[src/rtl/gpio_pkg.sv]
// Shared types and register-window layout for the GPIO output controller.
package gpio_pkg;

  localparam logic [4:0] STR_UOP = 5'd9;

  localparam int unsigned OFF_DIRECT = 0;
  localparam int unsigned OFF_SET    = 4;
  localparam int unsigned OFF_CLR    = 8;
  localparam int unsigned OFF_TOG    = 12;
  localparam int unsigned OFF_PERIOD = 16;
  localparam int unsigned OFF_CTRL   = 20;
  localparam int unsigned OFF_PAT0   = 24;

  localparam int unsigned NUM_REGS   = 10;

  localparam int unsigned SEL_DIRECT = OFF_DIRECT / 4;
  localparam int unsigned SEL_SET    = OFF_SET / 4;
  localparam int unsigned SEL_CLR    = OFF_CLR / 4;
  localparam int unsigned SEL_TOG    = OFF_TOG / 4;
  localparam int unsigned SEL_PERIOD = OFF_PERIOD / 4;
  localparam int unsigned SEL_CTRL   = OFF_CTRL / 4;
  localparam int unsigned SEL_PAT0   = OFF_PAT0 / 4;

  typedef enum logic [1:0] {
    IDLE,
    LOAD,
    WAIT
  } seq_state_t;

  typedef struct packed {
    logic oneshot;
    logic en;
  } ctrl_t;

endpackage

[src/rtl/gpio_decode.sv]
// Combinational store decoder: qualifies a store into the control window
// and produces a one-hot register select.
module gpio_decode
  import gpio_pkg::*;
#(
  parameter logic [4:0]  UOP_CODE = 5'd9,
  parameter logic [31:0] BASE     = 32'd32
) (
  input  logic [4:0]          i_uop,
  input  logic [31:0]         i_addr,
  output logic                o_valid,
  output logic [NUM_REGS-1:0] o_sel
);

  logic [3:0] w_idx;

  always_comb begin
    // Base is word-aligned, so the word index only needs the low address bits.
    w_idx   = i_addr[5:2] - BASE[5:2];
    o_valid = (i_uop == UOP_CODE) && (i_addr[1:0] == 2'b00) &&
              (i_addr >= BASE) && (i_addr <= BASE + 32'd36);
    o_sel   = '0;
    for (int unsigned i = 0; i < NUM_REGS; i++) begin
      o_sel[i] = o_valid && (w_idx == i[3:0]);
    end
  end

endmodule

[src/rtl/gpio_ctrl.sv]
// GPIO output register owner: CPU store updates plus an autonomous
// pattern sequencer; CPU stores take priority over sequencer loads.
module gpio_ctrl #(
  parameter logic [4:0]  STR_UOP   = 5'd9,
  parameter logic [31:0] BASE_ADDR = 32'd32,
  parameter int unsigned NUM_PAT   = 4
) (
  input  logic        clk,
  input  logic        rst,
  input  logic [4:0]  uop,
  input  logic [31:0] addr,
  input  logic [31:0] data_in,
  output logic [31:0] state,
  output logic        seq_busy,
  output logic [1:0]  seq_idx,
  output logic        wr_ack
);
  import gpio_pkg::*;

  seq_state_t          r_fsm, w_fsm_nxt;
  logic [31:0]         r_state, w_state_nxt;
  logic [23:0]         r_period;
  logic [23:0]         r_cnt, w_cnt_nxt;
  logic [1:0]          r_idx, w_idx_nxt;
  ctrl_t               r_ctrl, w_ctrl_nxt;
  logic [31:0]         r_pat [NUM_PAT];
  logic                r_wr_ack;

  logic                w_valid;
  logic [NUM_REGS-1:0] w_sel;
  logic                w_cpu_state;

  gpio_decode #(
    .UOP_CODE (STR_UOP),
    .BASE     (BASE_ADDR)
  ) u_decode (
    .i_uop   (uop),
    .i_addr  (addr),
    .o_valid (w_valid),
    .o_sel   (w_sel)
  );

  always_comb begin
    w_cpu_state = w_sel[SEL_DIRECT] | w_sel[SEL_SET] | w_sel[SEL_CLR] | w_sel[SEL_TOG];
    w_fsm_nxt   = r_fsm;
    w_state_nxt = r_state;
    w_cnt_nxt   = r_cnt;
    w_idx_nxt   = r_idx;
    w_ctrl_nxt  = r_ctrl;

    if (w_sel[SEL_CTRL]) begin
      w_ctrl_nxt = ctrl_t'(data_in[1:0]);
      if (data_in[0]) begin
        w_fsm_nxt = LOAD;
        w_idx_nxt = '0;
      end else begin
        w_fsm_nxt = IDLE;
      end
    end else begin
      case (r_fsm)
        LOAD: begin
          // A coincident CPU write to the output stalls the load in place.
          if (!w_cpu_state) begin
            w_state_nxt = r_pat[r_idx];
            w_cnt_nxt   = (r_period == '0) ? '0 : r_period - 24'd1;
            w_fsm_nxt   = WAIT;
          end
        end
        WAIT: begin
          if (r_cnt == '0) begin
            if (r_idx == 2'd3 && r_ctrl.oneshot) begin
              w_fsm_nxt     = IDLE;
              w_ctrl_nxt.en = 1'b0;
            end else begin
              w_idx_nxt = r_idx + 2'd1;
              w_fsm_nxt = LOAD;
            end
          end else begin
            w_cnt_nxt = r_cnt - 24'd1;
          end
        end
        default: ;
      endcase
    end

    if (w_sel[SEL_DIRECT])   w_state_nxt = data_in;
    else if (w_sel[SEL_SET]) w_state_nxt = r_state | data_in;
    else if (w_sel[SEL_CLR]) w_state_nxt = r_state & ~data_in;
    else if (w_sel[SEL_TOG]) w_state_nxt = r_state ^ data_in;
  end

  always_ff @(negedge clk) begin
    if (rst) begin
      r_fsm    <= IDLE;
      r_state  <= '0;
      r_cnt    <= '0;
      r_idx    <= '0;
      r_ctrl   <= '0;
      r_period <= '0;
      r_wr_ack <= 1'b0;
      for (int unsigned i = 0; i < NUM_PAT; i++) r_pat[i] <= '0;
    end else begin
      r_fsm    <= w_fsm_nxt;
      r_state  <= w_state_nxt;
      r_cnt    <= w_cnt_nxt;
      r_idx    <= w_idx_nxt;
      r_ctrl   <= w_ctrl_nxt;
      r_wr_ack <= w_valid;
      if (w_sel[SEL_PERIOD]) r_period <= data_in[23:0];
      for (int unsigned i = 0; i < NUM_PAT; i++) begin
        if (w_sel[SEL_PAT0 + i]) r_pat[i] <= data_in;
      end
    end
  end

  assign state    = r_state;
  assign seq_busy = (r_fsm != IDLE);
  assign seq_idx  = r_idx;
  assign wr_ack   = r_wr_ack;

endmodule

[config.mk]
export PLATFORM = sky130hd
export DESIGN_NAME = gpio_ctrl
export DESIGN_NICKNAME = d
export VERILOG_FILES = /design/src/rtl/gpio_pkg.sv /design/src/rtl/gpio_decode.sv /design/src/rtl/gpio_ctrl.sv
export SDC_FILE = /design/constraint.sdc
export NUM_CORES = 1
export LEC_CHECK = 0
export ABC_AREA = 1
export BUFFER_PORTS_ARGS = -buffer_cell sky130_fd_sc_hd__buf_4
export CAP_MARGIN = 15
export CORE_MARGIN = 10
export CORE_UTILIZATION = 30
export CTS_CLUSTER_DIAMETER = 120
export DETAILED_ROUTE_END_ITERATION = 8
export PLACE_DENSITY_LB_ADDON = 0.12
export SLEW_MARGIN = 20
export SYNTH_ARGS = -nofsm -noshare
export SYNTH_HDL_FRONTEND = slang
export SYNTH_SLANG_ARGS = --single-unit
[constraint.sdc]
create_clock -name clk -period 3.4 [get_ports clk]
set_clock_uncertainty 0.15 [all_clocks]
set_input_delay 0.17 -clock clk [delete_from_list [all_inputs] [get_ports clk]]
set_output_delay 0.17 -clock clk [all_outputs]
set_load 0.03 [all_outputs]
Word level (Yosys, flattened, before mapping)
Memories as Yosys holds them, arrays and structs flattened. A register that Yosys moved wholly into a read port is not among the register bits.
Index checks and enable logic that the tools add are counted.
{"block": "classes", "n_addsub": 4, "magnitude_cmp": 2, "n_eq_ne": 21, "n_mux": 42, "bitwise": 12, "reduce_logical": 28}
{"cell": "32-bit two-way mux", "n": 11}
{"cell": "24-bit two-way mux", "n": 3}
{"cell": "24-bit zero test", "n": 2}
{"cell": "24-bit case mux with 2 select lines", "n": 1}
{"cell": "24-bit by 1-bit subtractor with 24-bit output, second input constant", "n": 2}
{"cell": "32-bit bitwise AND", "n": 1}
{"cell": "32-bit by 6-bit greater-or-equal comparator with 1-bit output, second input constant", "n": 1}
{"cell": "32-bit by 7-bit less-or-equal comparator with 1-bit output, second input constant", "n": 1}
{"cell": "32-bit inverter", "n": 1}
{"cell": "32-bit OR", "n": 1}
{"cell": "32-bit XOR", "n": 1}
{"cell": "2-bit two-way mux", "n": 10}
{"cell": "4-bit by 3-bit == test with 1-bit output, second input constant", "n": 4}
{"cell": "1-bit two-way mux", "n": 16}
{"cell": "1-bit logical AND", "n": 14}
{"cell": "5-bit != test, second input constant", "n": 2}
{"cell": "4-bit by 2-bit == test with 1-bit output, second input constant", "n": 2}
{"cell": "4-bit == test, second input constant", "n": 2}
{"cell": "4-bit AND reduction", "n": 2}
{"cell": "2-bit nonzero test", "n": 4}
{"cell": "1-bit OR", "n": 7}
{"cell": "2-bit != test, second input constant", "n": 3}
{"cell": "3-bit by 2-bit != test with 1-bit output, second input constant", "n": 2}
{"cell": "3-bit AND reduction", "n": 2}
{"cell": "13 further kinds", "n": 14}
{"block": "totals", "regBits": 86, "ram_bits": 128, "inputBits": 71, "output_inout_bits": 36, "word_cells": 117, "n_memories": 1}
{"name": "r_pat", "depth": 4, "word_bits": 32, "read_ports": 1, "rd_clocked_by_memory_dff": 1, "write_ports": 4, "line": "gpio_ctrl.sv:26", "source": "logic [31:0] r_pat [NUM_PAT];"}

Logic depth before layout (Yosys ltp)
{"block": "logic_depth", "ltp_word": 15, "ltp_mapped": 15}

Modules after synthesis
Synthesis repeated with hierarchy kept, for this count alone.
{"block": "unflattened", "cells_unflattened": 1685, "area_unflattened_um2": 12633.4}
{"mod": "gpio_ctrl", "instances": 1, "cells_each": 1615, "area_per_inst_um2": 12348.1, "seq_area_each_um2": 5605.4}
{"mod": "gpio_decode", "instances": 1, "cells_each": 70, "area_per_inst_um2": 285.3, "seq_area_each_um2": 0.0}

==> impl_results.md <==
- Status: finished, final reports clean
- CP delay by family, top: simple AND/OR/NAND/NOR gates
- Routed len/inst: roughly 17 µm
- Yosys warnings: 0
- Mapped Nets: about 1900
- Layout Cells excl Fill: 2700
- Initial Util: 30.5%
- GP Congestion: 0.813
- Setup crit start kind: primary input
- Worst-Skew Late Latency: about 0.61 ns
- Number of antenna violations at the first check in global routing: 1
- Die W: 227 µm
- Worst Setup SP: uop[1]
- Placed Instances: ~2400
- Vias after detailed routing: 12726
- Worst hold slack: 0.291 ns
- Max clock buf depth: 3
- Drt drc: 0
- Worst path cell trace: buf_8 > inv_8 > nand4_1 > buf_4 > nor3b_2 > o21ai_1 > nor2_2 > nand3b_1 > nand4_1 > buf_6 > buf_6 > nand2_1 > nand2_1 > nor2_1
- Ant. Diodes: 0
- R2r startpoint: r_cnt[0]$_SDFFE_NP0P_
- Slowest-stage cell, CP: nor2_2
- Leading cell types in the layout, fill and taps excluded: nor2_1, inv_1, nand2_1
- Mapped Area: 0.0129 mm²
- First-pass GRT wire length: 69200 µm
- Crit-path max cell delay: 0.20 ns
- Vias in the first global route: 12900
- Largest net degree at the start of global routing: 69
- Async set-reset flop share out of synthesis: 0%
- Setup violations, final: 0
- Unrepaired setup endpoints after global routing: true
- Clock root cell: clkbuf_16
- Detail Route Antenna Nets: 0
- Critical path type: primary input to flop
- Leak: slightly below 0.009 µW
- Final Hold Viols: 0
- Synth Flop Type: edfxtp_1
- CTS tree: yes
- Hold depth: 2
- Clock Sink Count: ~220
- Post-synthesis sequential area ratio: between 40% and 50%
- Number of flops mapped to enable cells by yosys: 128
- Worst-Margin Slew: 0.738 ns
- Max Cap Viol: 0
- Required time of the worst setup path: just over 2 ns
- Hold-fix buffers, CTS: 0
- Share of layout cells above drive strength 1: 14.5%
- Pre-Repair DR Iteration Count: 5
- Worst Path Arrival: just under 2 ns
- Dpl hpwl: 29000 µm
- Crit Path Max Fanout: 6
- Die height: approximately 230 µm
- Power Dens Cells: ~430 mW/mm²
- DRT iter0 DRCs: 820
- FP Rows: 75
- Die area: 0.0516 mm²
- Hold Path Class: flop to flop
- Pins Over Slew Limit: 0
- Final net count: between 2000 and 2500
- Syn_area_per_cell: about 7.3 µm²
- Leading cell type in the layout, fill and taps excluded: nor2_1
- Reg2Reg Depth: 12
- Placeable Area: 0.0422 mm²
- Instance count on the critical path: 14
- Worst setup path end: r_cnt[15]$_SDFFE_NP0P_
- Slew margin rel.: 50.8%
- CP Buf/Inv Count: 5
- Synth-to-layout area growth: 33.8%
- GRT Residual Overflow: 0
- Routed vias/inst: 4.71
- GRT Total Usage: 17.1%
- R2R Setup Slk: 0.80 ns
- Synth Register Bits: 216
- CTS clock-pin slew for the worst setup and hold paths: 0.03 ns
- Count of buffers from port buffering: 106
- Synth Instances: 1765
- WL final: about 46000 µm
- CTS H-tree lvls: 1
- CTS buffer count: 28
- Io pins: between 100 and 150
- Max VDD drop: around 0.46 mV
- Crit end category: flop
- Synth unique cells: 37
-- cells by family (layout without fill, tap and decap cells) --
kind of cell | count (synthesis) | in the layout | synth area share, %
flops | 216 | 216 | 43.5
fa+ha+maj | 70 | 70 | 6.80
compound gates | 237 | 237 | 10.3
simple gates | 939 | 939 | 29.1
xor+xnor | 23 | 23 | 1.56
buf+inv | 280 | 676 | 8.76
-- report_power, final --
group / switching (µW) / leakage (µW) / internal, µW
clock: 1870 / 0.00163 / 2290
combinational: 254 / 0.00534 / 173
sequential: 18.6 / 0.00192 / 2860
total: 2140 / 0.00890 / 5330
-- cell usage after synthesis (3+ instances only) --
cell type | number | area share [%]
dfxtp_1 | 88 | 14
nand3b_1 | 10 | 0.58
nand4_1 | 13 | 0.63
nand2_1 | 327 | 9.5
buf_4 | 6 | 0.35
nor2_4 | 4 | 0.35
nand2_2 | 3 | 0.15
edfxtp_1 | 128 | 30
nor2_1 | 528 | 15
o2111ai_1 | 7 | 0.48
inv_1 | 191 | 5.6
clkbuf_1 | 60 | 1.7
buf_2 | 11 | 0.43
o21ai_0 | 112 | 4.4
a211oi_1 | 24 | 1.4
nor3_1 | 7 | 0.27
buf_6 | 5 | 0.44
ha_1 | 70 | 6.8
a21oi_1 | 53 | 2.1
clkinv_1 | 3 | 0.087
o22ai_1 | 38 | 1.8
xor2_1 | 22 | 1.5
nand3_1 | 38 | 1.5
-- per-stage QoR --
stage	setup slack (ns)	TNS [ns]	area, µm²	power (µW)	util, %
after floorplan	-0.216	-9.75	13100	3470	-
after global placement	-0.453	-98.70	15200	3720	35.9
after detailed placement	-0.510	-100.85	15200	3720	35.9
after CTS	0.0104	0	17000	7620	40.2
after global routing	-0.0439	-0.466	17200	7970	40.8
final	0.0717	0	17200	7470	40.8
-- layout make-up --
type                    instances  area [µm²]
fillers                      4429       25000
repair buffers                214        2090
well taps                     539         674
inverters                     195         742
clock inverters               239        1090
clock buffers                  28         701
multi-input cells            1269        6330
flip-flops and latches        216        5610
-- per-layer routing --
metal	wire length [µm]	global-route usage, %	up-vias
met2	22000	27.6	333
met4	949	6.71	2
met5	13	0	-
li1	-	-	6394
met1	20200	21.4	5937
met3	2620	4.40	60
-- registers in the layout, indices dropped and copies added, names as in the netlist, named ones only --
| register | flops |
|---|---|
| r_pat | 128 |
| r_period | 24 |
| r_ctrl | 1 |
| seq_idx | 2 |
| r_fsm | 2 |
| state | 32 |
| wr_ack | 1 |
| r_cnt | 24 |
-- tightest hold or removal path, stage by stage, from the launching register on --
cell	delay [ns]
dfxtp_1	0.30
inv_1	0.04
a21oi_1	0.05
-- what timing repair did --
| action | in CTS | in global routing |
|---|---|---|
| pin swaps | 0 | 11 |
| endpoints found under the hold margin | 0 | 0 |
| gates resized for setup | 2 | 20 |
| cloned | 0 | 9 |
| endpoints found under the setup margin | 1 | 43 |
| buffers inserted | 0 | 5 |
-- worst min path at each step --
stage                            from                      to
3_5_place_dp   r_ctrl[1]$_SDFFE_NP0P_  r_ctrl[1]$_SDFFE_NP0P_
2_1_floorplan  r_ctrl[1]$_SDFFE_NP0P_  r_ctrl[1]$_SDFFE_NP0P_
5_1_grt        r_ctrl[1]$_SDFFE_NP0P_  r_ctrl[1]$_SDFFE_NP0P_
3_3_place_gp   r_ctrl[1]$_SDFFE_NP0P_  r_ctrl[1]$_SDFFE_NP0P_
6_report       r_ctrl[1]$_SDFFE_NP0P_  r_ctrl[1]$_SDFFE_NP0P_
4_1_cts        r_ctrl[1]$_SDFFE_NP0P_  r_ctrl[1]$_SDFFE_NP0P_
Power figures use the tool's default switching activity.
